==> src/rtl/irq_ctrl.sv <==
// irq_ctrl: prioritised interrupt controller. It edge-detects requests into PEND,
// gates them with MASK/GEN, and runs an IDLE/ASSERT/SERVICE handshake with the CPU.
module irq_ctrl #(
  parameter int unsigned N_SRC = 8
) (
  input  logic             clk,
  input  logic             rst_n,
  input  logic [N_SRC-1:0] src_req,
  output logic [N_SRC-1:0] src_clr,
  output logic             irq_o,
  input  logic             irq_ack,
  input  logic [1:0]       addr,
  input  logic             wr_en,
  input  logic [31:0]      din,
  output logic [31:0]      dout
);
  localparam int unsigned ID_W    = 4;
  localparam int unsigned MAX_SRC = 16;
  localparam logic [1:0]  A_PEND  = 2'd0;
  localparam logic [1:0]  A_MASK  = 2'd1;
  localparam logic [1:0]  A_VEC   = 2'd2;
  localparam logic [1:0]  A_CTRL  = 2'd3;

  typedef enum logic [1:0] {IDLE, ASSERT, SERVICE} state_t;

  state_t           state;
  logic [N_SRC-1:0] pend, mask, req_q;
  logic             gen;
  logic [ID_W-1:0]  cur_id;

  logic [N_SRC-1:0]   rise_c, pend_n, mask_n, cur_oh;
  logic [MAX_SRC-1:0] mask_x;
  logic               gen_n, wr_pend, wr_mask, wr_ctrl, eoi, hit_c, keep_c, take_ack;
  logic [ID_W-1:0]    win_id;

  // Upper write-data bits beyond the source count are intentionally ignored.
  logic unused_din;
  assign unused_din = ^din;

  // Next-value datapath: register writes, edge detect, winner select.
  always_comb begin
    wr_pend  = wr_en && (addr == A_PEND);
    wr_mask  = wr_en && (addr == A_MASK);
    wr_ctrl  = wr_en && (addr == A_CTRL);
    eoi      = wr_en && (addr == A_VEC);
    rise_c   = src_req & ~req_q;
    mask_n   = wr_mask ? din[N_SRC-1:0] : mask;
    gen_n    = wr_ctrl ? din[0] : gen;
    mask_x   = MAX_SRC'(mask_n);
    cur_oh   = N_SRC'(MAX_SRC'(1) << cur_id);
    // Retraction looks at the values being written this cycle so irq_o drops on that edge.
    keep_c   = gen_n && mask_x[cur_id];
    take_ack = (state == ASSERT) && keep_c && irq_ack;
    hit_c    = gen && (|(pend & mask));
    win_id   = '0;
    for (int i = N_SRC - 1; i >= 0; i--) begin
      if (pend[i] && mask[i]) win_id = ID_W'(i);
    end
    pend_n = pend;
    if (wr_pend)  pend_n = pend_n & ~din[N_SRC-1:0];
    if (take_ack) pend_n = pend_n & ~cur_oh;
    pend_n = pend_n | rise_c;
  end

  // Register read mux.
  always_comb begin
    dout = '0;
    case (addr)
      A_PEND:  dout = 32'(pend);
      A_MASK:  dout = 32'(mask);
      A_VEC:   dout = 32'({(state == SERVICE), 4'b0000, cur_id});
      default: dout = 32'(gen);
    endcase
  end

  always_ff @(posedge clk or negedge rst_n) begin
    if (!rst_n) begin
      state   <= IDLE;
      pend    <= '0;
      mask    <= '0;
      req_q   <= '0;
      gen     <= 1'b0;
      cur_id  <= '0;
      irq_o   <= 1'b0;
      src_clr <= '0;
    end else begin
      req_q   <= src_req;
      pend    <= pend_n;
      mask    <= mask_n;
      gen     <= gen_n;
      src_clr <= '0;
      case (state)
        IDLE: begin
          if (hit_c) begin
            cur_id <= win_id;
            state  <= ASSERT;
            irq_o  <= 1'b1;
          end
        end
        ASSERT: begin
          if (!keep_c) begin
            state <= IDLE;
            irq_o <= 1'b0;
          end else if (take_ack) begin
            state   <= SERVICE;
            irq_o   <= 1'b0;
            src_clr <= cur_oh;
          end
        end
        SERVICE: begin
          if (eoi) state <= IDLE;
        end
        default: begin
          state <= IDLE;
          irq_o <= 1'b0;
        end
      endcase
    end
  end
endmodule

==> config.mk <==
export PLATFORM = sky130hd
export DESIGN_NAME = irq_ctrl
export DESIGN_NICKNAME = d
export VERILOG_FILES = /design/src/rtl/irq_ctrl.sv
export SDC_FILE = /design/constraint.sdc
export NUM_CORES = 1
export LEC_CHECK = 0
export ABC_AREA = 1
export BUFFER_PORTS_ARGS = -buffer_cell sky130_fd_sc_hd__buf_2
export CAP_MARGIN = 5
export CORE_UTILIZATION = 49
export CTS_CLUSTER_SIZE = 24
export DETAILED_ROUTE_END_ITERATION = 12
export HOLD_SLACK_MARGIN = 0.15
export PLACE_DENSITY = 0.8
export SETUP_SLACK_MARGIN = 0.5
export SLEW_MARGIN = 15
export SYNTH_ARGS = -nofsm -noshare
export SYNTH_HDL_FRONTEND = slang
export SYNTH_SLANG_ARGS = --single-unit
==> constraint.sdc <==
create_clock -name clk -period 2.2 [get_ports clk]
set_clock_uncertainty 0.1 [all_clocks]
set_input_delay 0.33 -clock clk [delete_from_list [all_inputs] [get_ports clk]]
set_output_delay 0.33 -clock clk [all_outputs]
set_load 0.05 [all_outputs]
==> results by stage, run 1 <==
STA:
- Setup repair after global routing could not meet its margin everywhere.
- The time the final worst path needs with I/O delays and setup is 1.79 ns.
- Dividing the final minimum period by the clock period gives 0.814.
- The achievable clock frequency is ~0.56 GHz.
- The worst max-slew margin expressed relative to the limit is 0.425.
- The number of pins exceeding their max-slew limit in the final report is 0.
- For the final routed database, the setup TNS stands at 0 ns.
- Setup violations remaining at the end of the flow were counted as 0.
- The final hold violation count is 0.
- The transition time of the tightest slew-check pin is approximately 0.86 ns.

Setup path:
- The endpoint identified for the worst register-to-register timing path is pend[7].
- Of all nets on the critical path, the largest fanout is 8.
- The worst setup path is launched from a flop.
- The most critical setup path has its startpoint at cur_id[0].
- The setup slack of the most critical reg-to-reg path is ~0.41 ns.
- The number of cells on the worst reg-to-reg path is 10.
- The category of the most critical setup path is flop to flop.
- STA puts the critical path data required time at 2.27 ns.
- The capture point of the worst path is pend[7].
- Data on the critical path arrives at its endpoint at 1.87 ns.
- The launch instance of the worst register-to-register path is cur_id[0].
- The capturing element type of the critical path is a flop.

CTS:
- Counting every sink on the clock net gives 39.
- The number of buffers added by the clock tree synthesis step is 5.
- The number of buffers between clock root and the deepest sink is 2.
- The H-tree was split into 2 levels.
- The clock latency on the worst-skew pair is roughly 0.30 ns.
- The TritonCTS clock tree is yes.
- The cell sitting at the root of the clock tree is a sky130_fd_sc_hd__clkbuf_8.
- The clock edge transition at the registers on the reported setup and hold paths is approximately 0.09 ns.

Min path:
- The worst hold path class is input port to flop.
- The worst hold path was traced through 3 stages.

Power:
- In this run the static leakage power is 1.52 nW.
- The power density normalized to cell area is 1170 mW/mm2.
- The worst-case IR drop observed on VDD is 0.000489 V.

Synth:
- The mapped netlist covers approximately 0.0022 mm2.
- The total number of yosys warnings is 0.
- Synthesis handed over a netlist of approximately 290 instances.
- The register bit count reported by yosys is 39.
- Counting distinct cell types in the post-synthesis netlist gives 27.
- Dividing the synthesized area by the synthesized cell count gives between 7 and 8 um2.
- The share of the Yosys chip area taken by registers is 0.440.

Routing:
- In the routed design, unresolved DRC markers number 0.
- The first routing iteration left 177 violations.
- The count of vias placed by the detailed router is roughly 2.1k.
- The detail route stage leaves a number of antenna-violating nets equal to 0.
- Summed over all layers, the routed wires come to between 5000 and 6000 um.
- The number of vias per cell after detailed routing is around 5.1.
- The routed wirelength normalized by instance count is 13.8 um.
- The detailed-router iteration count before antenna repair is 4.

Final layout:
- Counting the fill cells in the layout gives between 300 and 400.
- In the final layout, the share of cells above drive strength 1 is 0.332.
- From synthesis to final layout, the design area changed by 29.6%.
- The final net count is 403.
- After routing the design area is approximately 0.0029 mm2.
- The number of antenna diodes in the final layout is 0.

Floorplanning:
- The die boundary height is between 60 and 70 um.
- The initialized floorplan defines 24 standard-cell rows.
- The floorplan step defined a die boundary enclosing 0.00480 mm2.
- The initial core utilization is 0.510.
- The number of I/O pins is 87.
- The die width is about 69 um.
- The total area inside the core boundary comes to between 0.004 and 0.005 mm2.

GRT:
- Across every metal layer, demand over resource in global routing totals 0.234.
- The first-pass GRT wire length is about 8700 um.
- Entering global routing, the biggest net connects 40 pins.
- The initial antenna violation count is 0.
- The number of global-route vias before repair was 1906.
- After global routing the overflow that remains totals 0.

Flow run:
- Across the run, the number of max-cap violations was 0.

Place:
- The routability congestion estimate from global placement is 0.879.
- After detailed placement, the total cell area comes to between 0.002 and 0.0025 mm2.
- Once detailed placement completed, the half-perimeter wirelength came to 3640 um.
- Port buffering added 39 buffers.

Status:
- The run finished with clean final reports.
## cell type report
| cell class | count | area, um2 | share of cell area |
|---|---|---|---|
| inverter | 36 | 143 | 0.0496 |
| tap | 52 | 65.1 | 0.0226 |
| clock inverter | 3 | 20.0 | 0.00696 |
| sequential | 39 | 980 | 0.341 |
| clock buffer | 5 | 68.8 | 0.0239 |
| multi-input combinational | 205 | 1120 | 0.388 |
| timing repair buffer | 70 | 484 | 0.168 |
## report_power, final
group          total [W]  internal, W  switching, W
registers        0.00106     0.000883      0.000181
clock network   0.000492     0.000221      0.000272
logic            0.00182     0.000661       0.00115
## worst min path at each step
stage | startpoint | end | slack, ns
4_1_cts | din[1] | mask[1] | 0.17
3_5_place_dp | irq_o | irq_o | 0.35
5_1_grt | din[1] | mask[1] | 0.18
3_3_place_gp | irq_o | irq_o | 0.35
6_report | din[1] | mask[1] | 0.17
2_1_floorplan | rst_n | cur_id[0] | -0.07
## synth_stat cells (all sizes together)
cell,instances,share of area
a22o,3,0.012
a31oi,1,0.0028
o31ai,1,0.0034
o21ai,7,0.021
inv,35,0.059
dfrtp,39,0.44
clkbuf,2,0.0034
nor2,12,0.027
nor4,1,0.0028
nand2,98,0.17
nand3,21,0.059
buf,27,0.090
a21oi,11,0.025
o211ai,2,0.0068
conb,1,0.0017
nand4,13,0.037
nor3,10,0.043
clkinv,1,0.0017
## metrics by stage
stage / hold WS [ns] / utilization / total power (W) / setup WS [ns] / std cells
final: 0.168 / 0.661 / 0.00337 / 0.408 / 410
after global routing: 0.180 / 0.661 / 0.00356 / 0.336 / 410
after CTS: 0.166 / 0.629 / 0.00313 / 0.480 / 401
after detailed placement: 0.354 / 0.559 / 0.00242 / 0.166 / 376
after global placement: 0.353 / 0.559 / 0.00239 / 0.225 / 376
after floorplan: -0.0656 / - / 0.00213 / 0.332 / 307
## what timing repair did
item / 4_1_cts / 5_1_grt
endpoints found under the setup margin: 24 / 25
pin swaps: 9 / 10
hold buffers: 9 / 0
cloned: 2 / 0
buffers inserted: 6 / 9
hold endpoints to repair: 47 / 0
resized for setup: 22 / 21
## critical path, cell delays in order (launching register included)
cell                      delay [ns]
sky130_fd_sc_hd__dfrtp_2        0.48
sky130_fd_sc_hd__buf_6          0.15
sky130_fd_sc_hd__nor2_4         0.18
sky130_fd_sc_hd__nand3_2        0.09
sky130_fd_sc_hd__nand2_2        0.10
sky130_fd_sc_hd__nor2_2         0.04
sky130_fd_sc_hd__nor2_2         0.12
sky130_fd_sc_hd__nor2_4         0.09
sky130_fd_sc_hd__buf_6          0.14
sky130_fd_sc_hd__nand4_1        0.08
sky130_fd_sc_hd__nand3_1        0.08
## layout by cell type, fill, tap and decap left out, types with 3 or more instances in the layout
master                          instances
sky130_fd_sc_hd__nand2_1               95
sky130_fd_sc_hd__dfrtp_1               36
sky130_fd_sc_hd__buf_2                 33
sky130_fd_sc_hd__inv_1                 25
sky130_fd_sc_hd__conb_1                23
sky130_fd_sc_hd__buf_4                 21
sky130_fd_sc_hd__nand3_1               15
sky130_fd_sc_hd__nand4_1               13
sky130_fd_sc_hd__a21oi_1               10
sky130_fd_sc_hd__nor3_2                 9
sky130_fd_sc_hd__dlygate4sd3_1          9
sky130_fd_sc_hd__inv_2                  8
sky130_fd_sc_hd__nor2_4                 6
sky130_fd_sc_hd__clkbuf_8               5
sky130_fd_sc_hd__buf_6                  5
sky130_fd_sc_hd__nor2_1                 4
sky130_fd_sc_hd__nand3_4                4
sky130_fd_sc_hd__nand3_2                4
sky130_fd_sc_hd__a22o_2                 3
sky130_fd_sc_hd__o21ai_2                3
sky130_fd_sc_hd__o21ai_0                3
sky130_fd_sc_hd__dfrtp_2                3
## flip-flops by register name, indices dropped and copies added, names as in the netlist
register	count
req_q	8
src_clr	8
pend	8
state	2
irq_o	1
cur_id	3
gen	1
mask	8
## layer usage
layer  vias up  routed length [um]  GRT usage
li1       1016                   -          -
met1      1012                2370      0.292
met2        66                2900      0.395
met3        12                 263     0.0494
met4         0                 119     0.0907
met5         -                   0          0
## logic make-up (layout without fill, tap and decap cells)
group | after synthesis | in the layout | synth area share
AO/OA/AOI/OAI | 25 | 25 | 0.0705
buffers and inverters | 65 | 114 | 0.154
flip-flops | 39 | 39 | 0.440
other | 1 | 23 | 0.00169
AND/OR/NAND/NOR | 155 | 157 | 0.334
Power figures use the tool's default switching activity.
==> run 2: changes to the inputs <==
- ABC_AREA: 1 -> 0
- CORE_UTILIZATION: 49 -> 47
- PLACE_DENSITY: 0.8 -> 0.79
- clock period: 2.2 -> 1.8 ns (I/O delays scaled with it)
==> results by stage, run 2 <==
Status:
- Run status: finished, violations left (was finished, final reports clean).
- The checks that failed: negative setup slack.

Routing:
- The number of vias per cell after detailed routing is 5.33 (was 5.14).
- The detailed-router iteration count before antenna repair is 4 (unchanged).
- The post-detailed-routing wire length is 5820 um (was 5650 um).
- The remaining design rule violation count was 0 (unchanged).
- The DRC violation total after the first TritonRoute iteration is 72 (was 177).
- The count of vias placed by the detailed router came to 1753 (was 2106).
- The routed wirelength normalized by instance count is 17.7 um (was 13.8 um).
- The post-detailed-route count of antenna-violating nets is 0 (unchanged).

GRT:
- The combined global-route utilization of all metal layers is 0.258 (was 0.234).
- The met2 track demand over resource is 0.429 (was 0.395).
- The number of global-route vias before repair came to 1769 (was 1906).
- The maximum number of pins on one net before global-route repair is 22 (was 40).
- The routing layer with the top usage in global route is met2 (unchanged).
- The routing usage on met1 is 0.317 (was 0.292).
- The initial antenna violation count is 0 (unchanged).
- The total global routing overflow is 0 (unchanged).
- The first-pass GRT wire length was 8310 um (was 8700 um).
- The met3 track demand over resource is 0.0524 (was 0.0494).

Final layout:
- The final net count is 324 (was 403).
- The diode insertion count for antenna repair is 0 (unchanged).
- The filler-free cell count of the finished design came to 329 (was 410).
- Leading cell types in the layout, fill and taps excluded: 35 x sky130_fd_sc_hd__dfrtp_1, 28 x sky130_fd_sc_hd__buf_2, 24 x sky130_fd_sc_hd__nand2_1, 23 x sky130_fd_sc_hd__conb_1, 22 x sky130_fd_sc_hd__buf_4 (was 95 x sky130_fd_sc_hd__nand2_1, 36 x sky130_fd_sc_hd__dfrtp_1, 33 x sky130_fd_sc_hd__buf_2, 25 x sky130_fd_sc_hd__inv_1, 23 x sky130_fd_sc_hd__conb_1).
- The most common cell after layout, fill and taps aside is sky130_fd_sc_hd__dfrtp_1 (was sky130_fd_sc_hd__nand2_1).
- The post-synthesis to final-layout area growth came to 56.2% (was 29.6%).
- The share of final-layout standard cells stronger than drive strength 1 is 0.559 (was 0.332).

CTS:
- The clock edge transition at the registers on the reported setup and hold paths came to 0.07 ns (was 0.09 ns).
- The sink count of the clock tree is 39 (unchanged).
- The number of buffers added by the clock tree synthesis step is 5 (unchanged).
- The clock root buffer is sky130_fd_sc_hd__clkbuf_8 (unchanged).
- The TritonCTS clock tree is yes (unchanged).
- The clock latency on the worst-skew pair is 0.30 ns (about the same).
- The number of buffers between clock root and the deepest sink is 2 (unchanged).
- The H-tree depth is 2 (unchanged).

Setup path:
- The critical path's top delay family is multiplexers (was simple AND/OR/NAND/NOR gates).
- The number of buffer and inverter stages on the critical path is 2 (unchanged).
- The category of the most critical setup path is flop to output port (was flop to flop).
- The launch instance of the worst register-to-register path is cur_id[0] (unchanged).
- The critical path data required time came to 1.43 ns (was 2.27 ns).
- The category of the worst setup path launch point is a flop (unchanged).
- The critical path depth is 3 (was 10).
- The critical-path cell with the highest stage delay is sky130_fd_sc_hd__mux4_2 (was sky130_fd_sc_hd__dfrtp_2).
- The worst-path maximum fanout is 2 (was 8).
- The longest individual stage delay on the worst path came to 0.46 ns (was 0.48 ns).
- The setup slack of the most critical reg-to-reg path is -0.03 ns (was 0.41 ns).
- The number of cells on the worst reg-to-reg path is 6 (was 10).
- Cells along the critical path: buf_6 -> mux4_2 -> buf_8 (was buf_6 -> nor2_4 -> nand3_2 -> nand2_2 -> nor2_2 -> nor2_2 -> nor2_4 -> buf_6 -> nand4_1 -> nand3_1).
- The capture point of the worst reg-to-reg path is state[1] (was pend[7]).
- The capturing element type of the critical path is an output port (was flop).
- The data arrival at the endpoint of the critical path is 1.46 ns (was 1.87 ns).

Synth:
- The number of instances in the synthesized netlist is 188 (was 285).
- The share of the yosys chip area belonging to registers was 0.481 (was 0.440).
- The number of enable-type register cells in the synthesized netlist is 0 (unchanged).
- Leading cell types by total area after synthesis: sky130_fd_sc_hd__dfrtp_1 48%, sky130_fd_sc_hd__buf_4 8.5%, sky130_fd_sc_hd__mux4_2 5.6% (was sky130_fd_sc_hd__dfrtp_1 44%, sky130_fd_sc_hd__nand2_1 17%, sky130_fd_sc_hd__buf_4 8.1%).
- The async set or reset register ratio after synthesis is 1.00 (unchanged).
- The distinct cell type count after synthesis is 36 (was 27).
- The library cell with the largest summed area after synthesis was sky130_fd_sc_hd__dfrtp_1 (unchanged).
- Top post-synthesis cells by count: 39 x sky130_fd_sc_hd__dfrtp_1, 26 x sky130_fd_sc_hd__nand2_1, 23 x sky130_fd_sc_hd__buf_4 (was 98 x sky130_fd_sc_hd__nand2_1, 39 x sky130_fd_sc_hd__dfrtp_1, 31 x sky130_fd_sc_hd__inv_1).
- The post-synthesis cell area was 0.00203 mm2 (was 0.00222 mm2).
- The mean post-synth cell area is 10.8 um2 (was 7.79 um2).
- The dominant cell by count in the synthesized netlist is sky130_fd_sc_hd__dfrtp_1 (was sky130_fd_sc_hd__nand2_1).
- The proportion of netlist area held by the largest area contributor is 0.481 (was 0.440).
- The total number of yosys warnings is 0 (unchanged).
- The register bit count reported by yosys is 39 (unchanged).
- The prevailing post-synth register cell is sky130_fd_sc_hd__dfrtp_1 (unchanged).

STA:
- The time the final worst path needs with I/O delays and setup is 1.83 ns.
- The final setup violation count came to 6 (was 0).
- The worst setup slack after layout came to -0.0347 ns (was 0.408 ns).
- The minimum hold slack is 0.152 ns (was 0.168 ns).
- The number of pins exceeding their max-slew limit in the final report is 0 (unchanged).
- The final hold violation count was 0 (unchanged).
- The final setup TNS is -0.132 ns (was 0 ns).
- The fraction of the cycle the final worst path needs is 1.02.
- RSZ-0062 raised after global routing: true (unchanged).
- The achievable clock frequency is between 0.5 and 0.6 GHz.

Place:
- The post-detailed-placement half-perimeter wirelength was 3330 um (was 3640 um).
- The instance count after placement with tap cells included is 291 (was 376).
- The routability congestion estimate from global placement is 0.906 (was 0.879).
- The number of buffers inserted by port buffering was 39 (unchanged).

Flow run:
- The number of violations of the max-capacitance limit came to 0 (unchanged).

Floorplanning:
- The initial core utilization came to 0.500 (was 0.510).
- The die boundary height is 67.7 um (was 69.3 um).
- The die area is 0.00458 mm2 (was 0.00480 mm2).
- The core box area is 0.00406 mm2 (was 0.00435 mm2).
- The number of I/O pins is 87 (unchanged).
- The floorplan row count is 23 (was 24).
- The die width was 67.7 um (was 69.3 um).

Min path:
- The worst hold path depth is 2 (was 3).
- The beginning of the worst hold path is din[4] (was din[1]).
- The worst hold path class is input port to flop (unchanged).
- The endpoint of the worst hold-timing path is mask[4] (was mask[1]).

Power:
- The leakage power came to 1.48 nW (was 1.52 nW).
- The worst supply voltage drop on vdd is 0.000563 V (was 0.000489 V).
- The power density normalized to cell area is 1180 mW/mm2 (was 1170 mW/mm2).
run 2: logic make-up (layout without fill, tap and decap cells):
family / Yosys count / in the layout / synth area share
AND/OR/NAND/NOR: 56 / 56 / 0.146
buffers and inverters: 43 / 112 / 0.130
flip-flops: 39 / 39 / 0.481
multiplexers: 21 / 21 / 0.140
other: 1 / 23 / 0.00185
AO/OA/AOI/OAI: 28 / 28 / 0.101
run 2: how the worst max path moves through the flow:
stage | start | to | slack, ns
2_1_floorplan | cur_id[0] | irq_o | 0.1
3_3_place_gp | addr[1] | irq_o | -0.08
3_5_place_dp | addr[1] | irq_o | -0.1
4_1_cts | mask[0] | dout[0] | -0.03
5_1_grt | cur_id[0] | state[1] | -0.11
6_report | cur_id[0] | dout[0] | -0.03
run 2: layout make-up:
cell class,count,area [um2]
timing repair buffer,89,769
inverter,15,58.8
clock buffer,8,100
multi-input combinational,128,1190
fill,246,891
tap,50,62.6
sequential,39,981
run 2: metal layers:
metal | vias up | share of wire | wire length (um)
li1 | 789 | - | -
met1 | 855 | 0.39 | 2270
met2 | 91 | 0.51 | 2970
met3 | 18 | 0.069 | 404
met4 | 0 | 0.030 | 174
met5 | - | 0 | 0
run 2: what timing repair did:
item / 4_1_cts / 5_1_grt
setup buffers: 11 / 6
gates cloned: 0 / 0
gates resized for setup: 71 / 26
endpoints found under the hold margin: 34 / 0
pin swaps: 13 / 19
endpoints found under the setup margin: 32 / 31
hold buffers: 13 / 0
run 2: through the flow:
stage | power (W) | cell area [um2] | util | worst slack (ns)
floorplan | 0.00210 | 2230 | - | 0.0962
global placement | 0.00235 | 2410 | 0.594 | -0.0841
detailed placement | 0.00238 | 2410 | 0.594 | -0.0970
CTS | 0.00340 | 3000 | 0.739 | -0.0322
global route | 0.00391 | 3170 | 0.780 | -0.106
finish | 0.00374 | 3170 | 0.780 | -0.0347
run 2: where the power goes:
group / switching (W) / total (W) / internal [W] / leakage [nW]
clock: 0.000300 / 0.000649 / 0.000350 / 0.0515
combinational: 0.000991 / 0.00187 / 0.000876 / 0.970
sequential: 0.000202 / 0.00122 / 0.00102 / 0.459
total: 0.00149 / 0.00374 / 0.00224 / 1.48
==> run 3: changes to the inputs <==
- CORE_UTILIZATION: 47 -> 43
- PLACE_DENSITY: 0.79 -> 0.76
- clock period: 1.8 -> 1.5 ns (I/O delays scaled with it)
==> results by stage, run 3 (synthesis results as in run 2) <==
STA:
- For the pin with the worst max-slew slack, the measured transition is between 0.5 and 0.6 ns.
- The fraction of the cycle the final worst path needs is 1.27.
- The time the final worst path needs with I/O delays and setup is 1.90 ns.
- The final setup violation count came to 23 (was 6).
- The final hold violation count was 39 (was 0).
- RSZ-0062 raised after global routing: true (unchanged).
- The worst setup slack after layout is -0.400 ns (was -0.0347 ns).
- In this run the tightest slew margin relative to its limit is 0.664.
- The number of pins exceeding their max-slew limit in the final report is 0 (unchanged).
- Timing would allow up to 0.526 GHz.
- The minimum hold slack was -0.126 ns (was 0.152 ns).

Final layout:
- Leading cell types in the layout, fill and taps excluded: 44 x sky130_fd_sc_hd__buf_6, 37 x sky130_fd_sc_hd__dfrtp_1, 34 x sky130_fd_sc_hd__buf_4, 24 x sky130_fd_sc_hd__nand2_1, 23 x sky130_fd_sc_hd__conb_1 (was 35 x sky130_fd_sc_hd__dfrtp_1, 28 x sky130_fd_sc_hd__buf_2, 24 x sky130_fd_sc_hd__nand2_1, 23 x sky130_fd_sc_hd__conb_1, 22 x sky130_fd_sc_hd__buf_4).
- The final net count is 343 (was 324).
- The post-synthesis to final-layout area growth is 65.8% (was 56.2%).
- The post-route standard cell area excluding fillers was 0.00336 mm2 (was 0.00317 mm2).
- The layout filler cell count is 263 (was 246).
- The most common cell after layout, fill and taps aside is sky130_fd_sc_hd__buf_6 (was sky130_fd_sc_hd__dfrtp_1).
- The share of final-layout standard cells stronger than drive strength 1 is 0.581 (was 0.559).
- The diode insertion count for antenna repair is 0 (unchanged).

Setup path:
- The critical path data required time is 1.58 ns (was 1.43 ns).
- The setup slack of the most critical reg-to-reg path is -0.40 ns (was -0.03 ns).
- The category of the most critical setup path is flop to flop (was flop to output port).
- Cells along the critical path: buf_6 -> mux4_2 -> nand2b_1 -> a21o_1 -> and3_4 -> o221ai_2 (was buf_6 -> mux4_2 -> buf_8).
- The longest individual stage delay on the worst path is 0.50 ns (was 0.46 ns).
- The critical path's top delay family was multiplexers (unchanged).
- The worst-path maximum fanout is 3 (was 2).
- The category of the worst setup path launch point is a flop (unchanged).
- The data arrival at the endpoint of the critical path is 1.98 ns (was 1.46 ns).
- The number of buffer and inverter stages on the critical path is 1 (was 2).
- The critical-path cell with the highest stage delay is sky130_fd_sc_hd__mux4_2 (unchanged).
- The capturing element type of the critical path is a flop (was output port).

CTS:
- The clock edge transition at the registers on the reported setup and hold paths is 0.08 ns (was 0.07 ns).
- The clock root buffer is sky130_fd_sc_hd__clkbuf_8 (unchanged).
- The clock latency on the worst-skew pair is 0.30 ns (about the same).
- The number of buffers added by the clock tree synthesis step came to 5 (unchanged).
- The number of buffers between clock root and the deepest sink came to 2 (unchanged).
- The H-tree depth is 2 (unchanged).
- The number of buffers inserted for hold repair after clock tree synthesis is 9 (was 13).
- The TritonCTS clock tree was yes (unchanged).
- The sink count of the clock tree came to 39 (unchanged).

GRT:
- The routing layer with the top usage in global route is met2 (unchanged).
- The total global routing overflow is 0 (unchanged).
- The met3 track demand over resource is 0.0499 (was 0.0524).
- The maximum number of pins on one net before global-route repair was 40 (was 22).
- The routing usage on met1 is 0.295 (was 0.317).
- The combined global-route utilization of all metal layers came to 0.243 (was 0.258).
- The first-pass GRT wire length is 9030 um (was 8310 um).
- The number of global-route vias before repair is 1880 (was 1769).
- The initial antenna violation count is 0 (unchanged).
- The met2 track demand over resource is 0.414 (was 0.429).

Floorplanning:
- The floorplan row count is 24 (was 23).
- The die boundary height is 70.7 um (was 67.7 um).
- The die width is 70.7 um (was 67.7 um).
- The initial core utilization came to 0.456 (was 0.500).
- The die area is 0.00499 mm2 (was 0.00458 mm2).
- The number of I/O pins is 87 (unchanged).
- The core box area was 0.00444 mm2 (was 0.00406 mm2).

Power:
- The worst supply voltage drop on vdd is 0.000788 V (was 0.000563 V).
- The post-layout total power is 0.00462 W (was 0.00374 W).
- The leakage power came to 1.59 nW (was 1.48 nW).
- The power density normalized to cell area is 1380 mW/mm2 (was 1180 mW/mm2).

Routing:
- The count of vias placed by the detailed router is 1832 (was 1753).
- The remaining design rule violation count is 2 (was 0).
- The DRC violation total after the first TritonRoute iteration was 80 (was 72).
- The routed wirelength normalized by instance count is 16.7 um (was 17.7 um).
- The post-detailed-routing wire length is 5850 um (was 5820 um).
- The post-detailed-route count of antenna-violating nets is 0 (unchanged).
- The number of vias per cell after detailed routing is 5.23 (was 5.33).
- The detailed-router iteration count before antenna repair is 8 (was 4).

Place:
- The post-detailed-placement half-perimeter wirelength was 3720 um (was 3330 um).
- The routability congestion estimate from global placement is 0.872 (was 0.906).
- The post-place instance area is 0.00258 mm2 (was 0.00241 mm2).
- The worst slack at placement is -0.375 ns (was -0.0970 ns).
- The number of buffers inserted by port buffering came to 39 (unchanged).

Status:
- Run status: finished, violations left (unchanged).
- Failing checks: design-rule violations, negative hold slack, negative setup slack (was negative setup slack).

Min path:
- The worst hold path class is input port to async pin (was input port to flop).

Flow run:
- The number of violations of the max-capacitance limit is 0 (unchanged).
run 3: cell types whose count changed in the layout (fill, tap and decap cells not counted), moves of 4 or more:
| cell | change |
|---|---|
| sky130_fd_sc_hd__mux2_4 | +8 |
| sky130_fd_sc_hd__dlygate4sd3_1 | -4 |
| sky130_fd_sc_hd__buf_4 | +12 |
| sky130_fd_sc_hd__buf_2 | -8 |
| sky130_fd_sc_hd__buf_6 | +25 |
| sky130_fd_sc_hd__mux2_2 | -8 |
run 3: metal layers:
metal  up-vias  part of all wire
met5         -                 0
met4         0             0.027
met3        17             0.051
met2        69              0.53
met1       923              0.39
li1        823                 -
run 3: report_power, final:
part           leakage, nW  switching, W  internal (W)
logic                 1.08       0.00125       0.00126
clock network       0.0422      0.000371      0.000327
registers            0.461      0.000196       0.00122
run 3: per-stage QoR:
stage	TNS, ns	std cells	util
3_3_place_gp	-3.83	313	0.581
2_1_floorplan	-0.818	210	-
4_1_cts	-3.39	347	0.730
6_report	-4.36	350	0.756
3_5_place_dp	-4.76	313	0.581
5_1_grt	-5.73	350	0.756
run 3: worst paths after layout:
kind	startpoint	end	cells after the start
worst min-delay path	rst_n	cur_id[0]	2
worst max-delay path	cur_id[0]	irq_o	6
max in group asynchronous	rst_n	mask[7]	2
worst min register to register	req_q[6]	pend[6]	1
min in group clk	din[3]	mask[3]	2
worst max register to register	cur_id[0]	irq_o	6
run 3: final cells by class:
type                            instances  area (um2)  share of cell area
Sequential cell                        39         978               0.291
Clock buffer                            7        76.3              0.0227
Clock inverter                          1        5.00             0.00149
Multi-Input combinational cell        128        1220               0.364
Tap cell                               52        65.1              0.0194
Inverter                               15        56.3              0.0168
Timing Repair Buffer                  108         956               0.284
run 3: timing repair:
item,CTS,global route
setup endpoints to repair,48,49
setup buffers,17,3
gates resized for setup,92,20
cloned,0,0
hold endpoints to repair,61,44
pin swaps,14,14
run 3: worst register-to-register path, stage by stage (launching register included):
cell and delay (ns):
sky130_fd_sc_hd__dfrtp_1 0.41, sky130_fd_sc_hd__buf_6 0.12, sky130_fd_sc_hd__mux4_2 0.50, sky130_fd_sc_hd__nand2b_1 0.12
sky130_fd_sc_hd__a21o_1 0.21, sky130_fd_sc_hd__and3_4 0.24, sky130_fd_sc_hd__o221ai_2 0.09
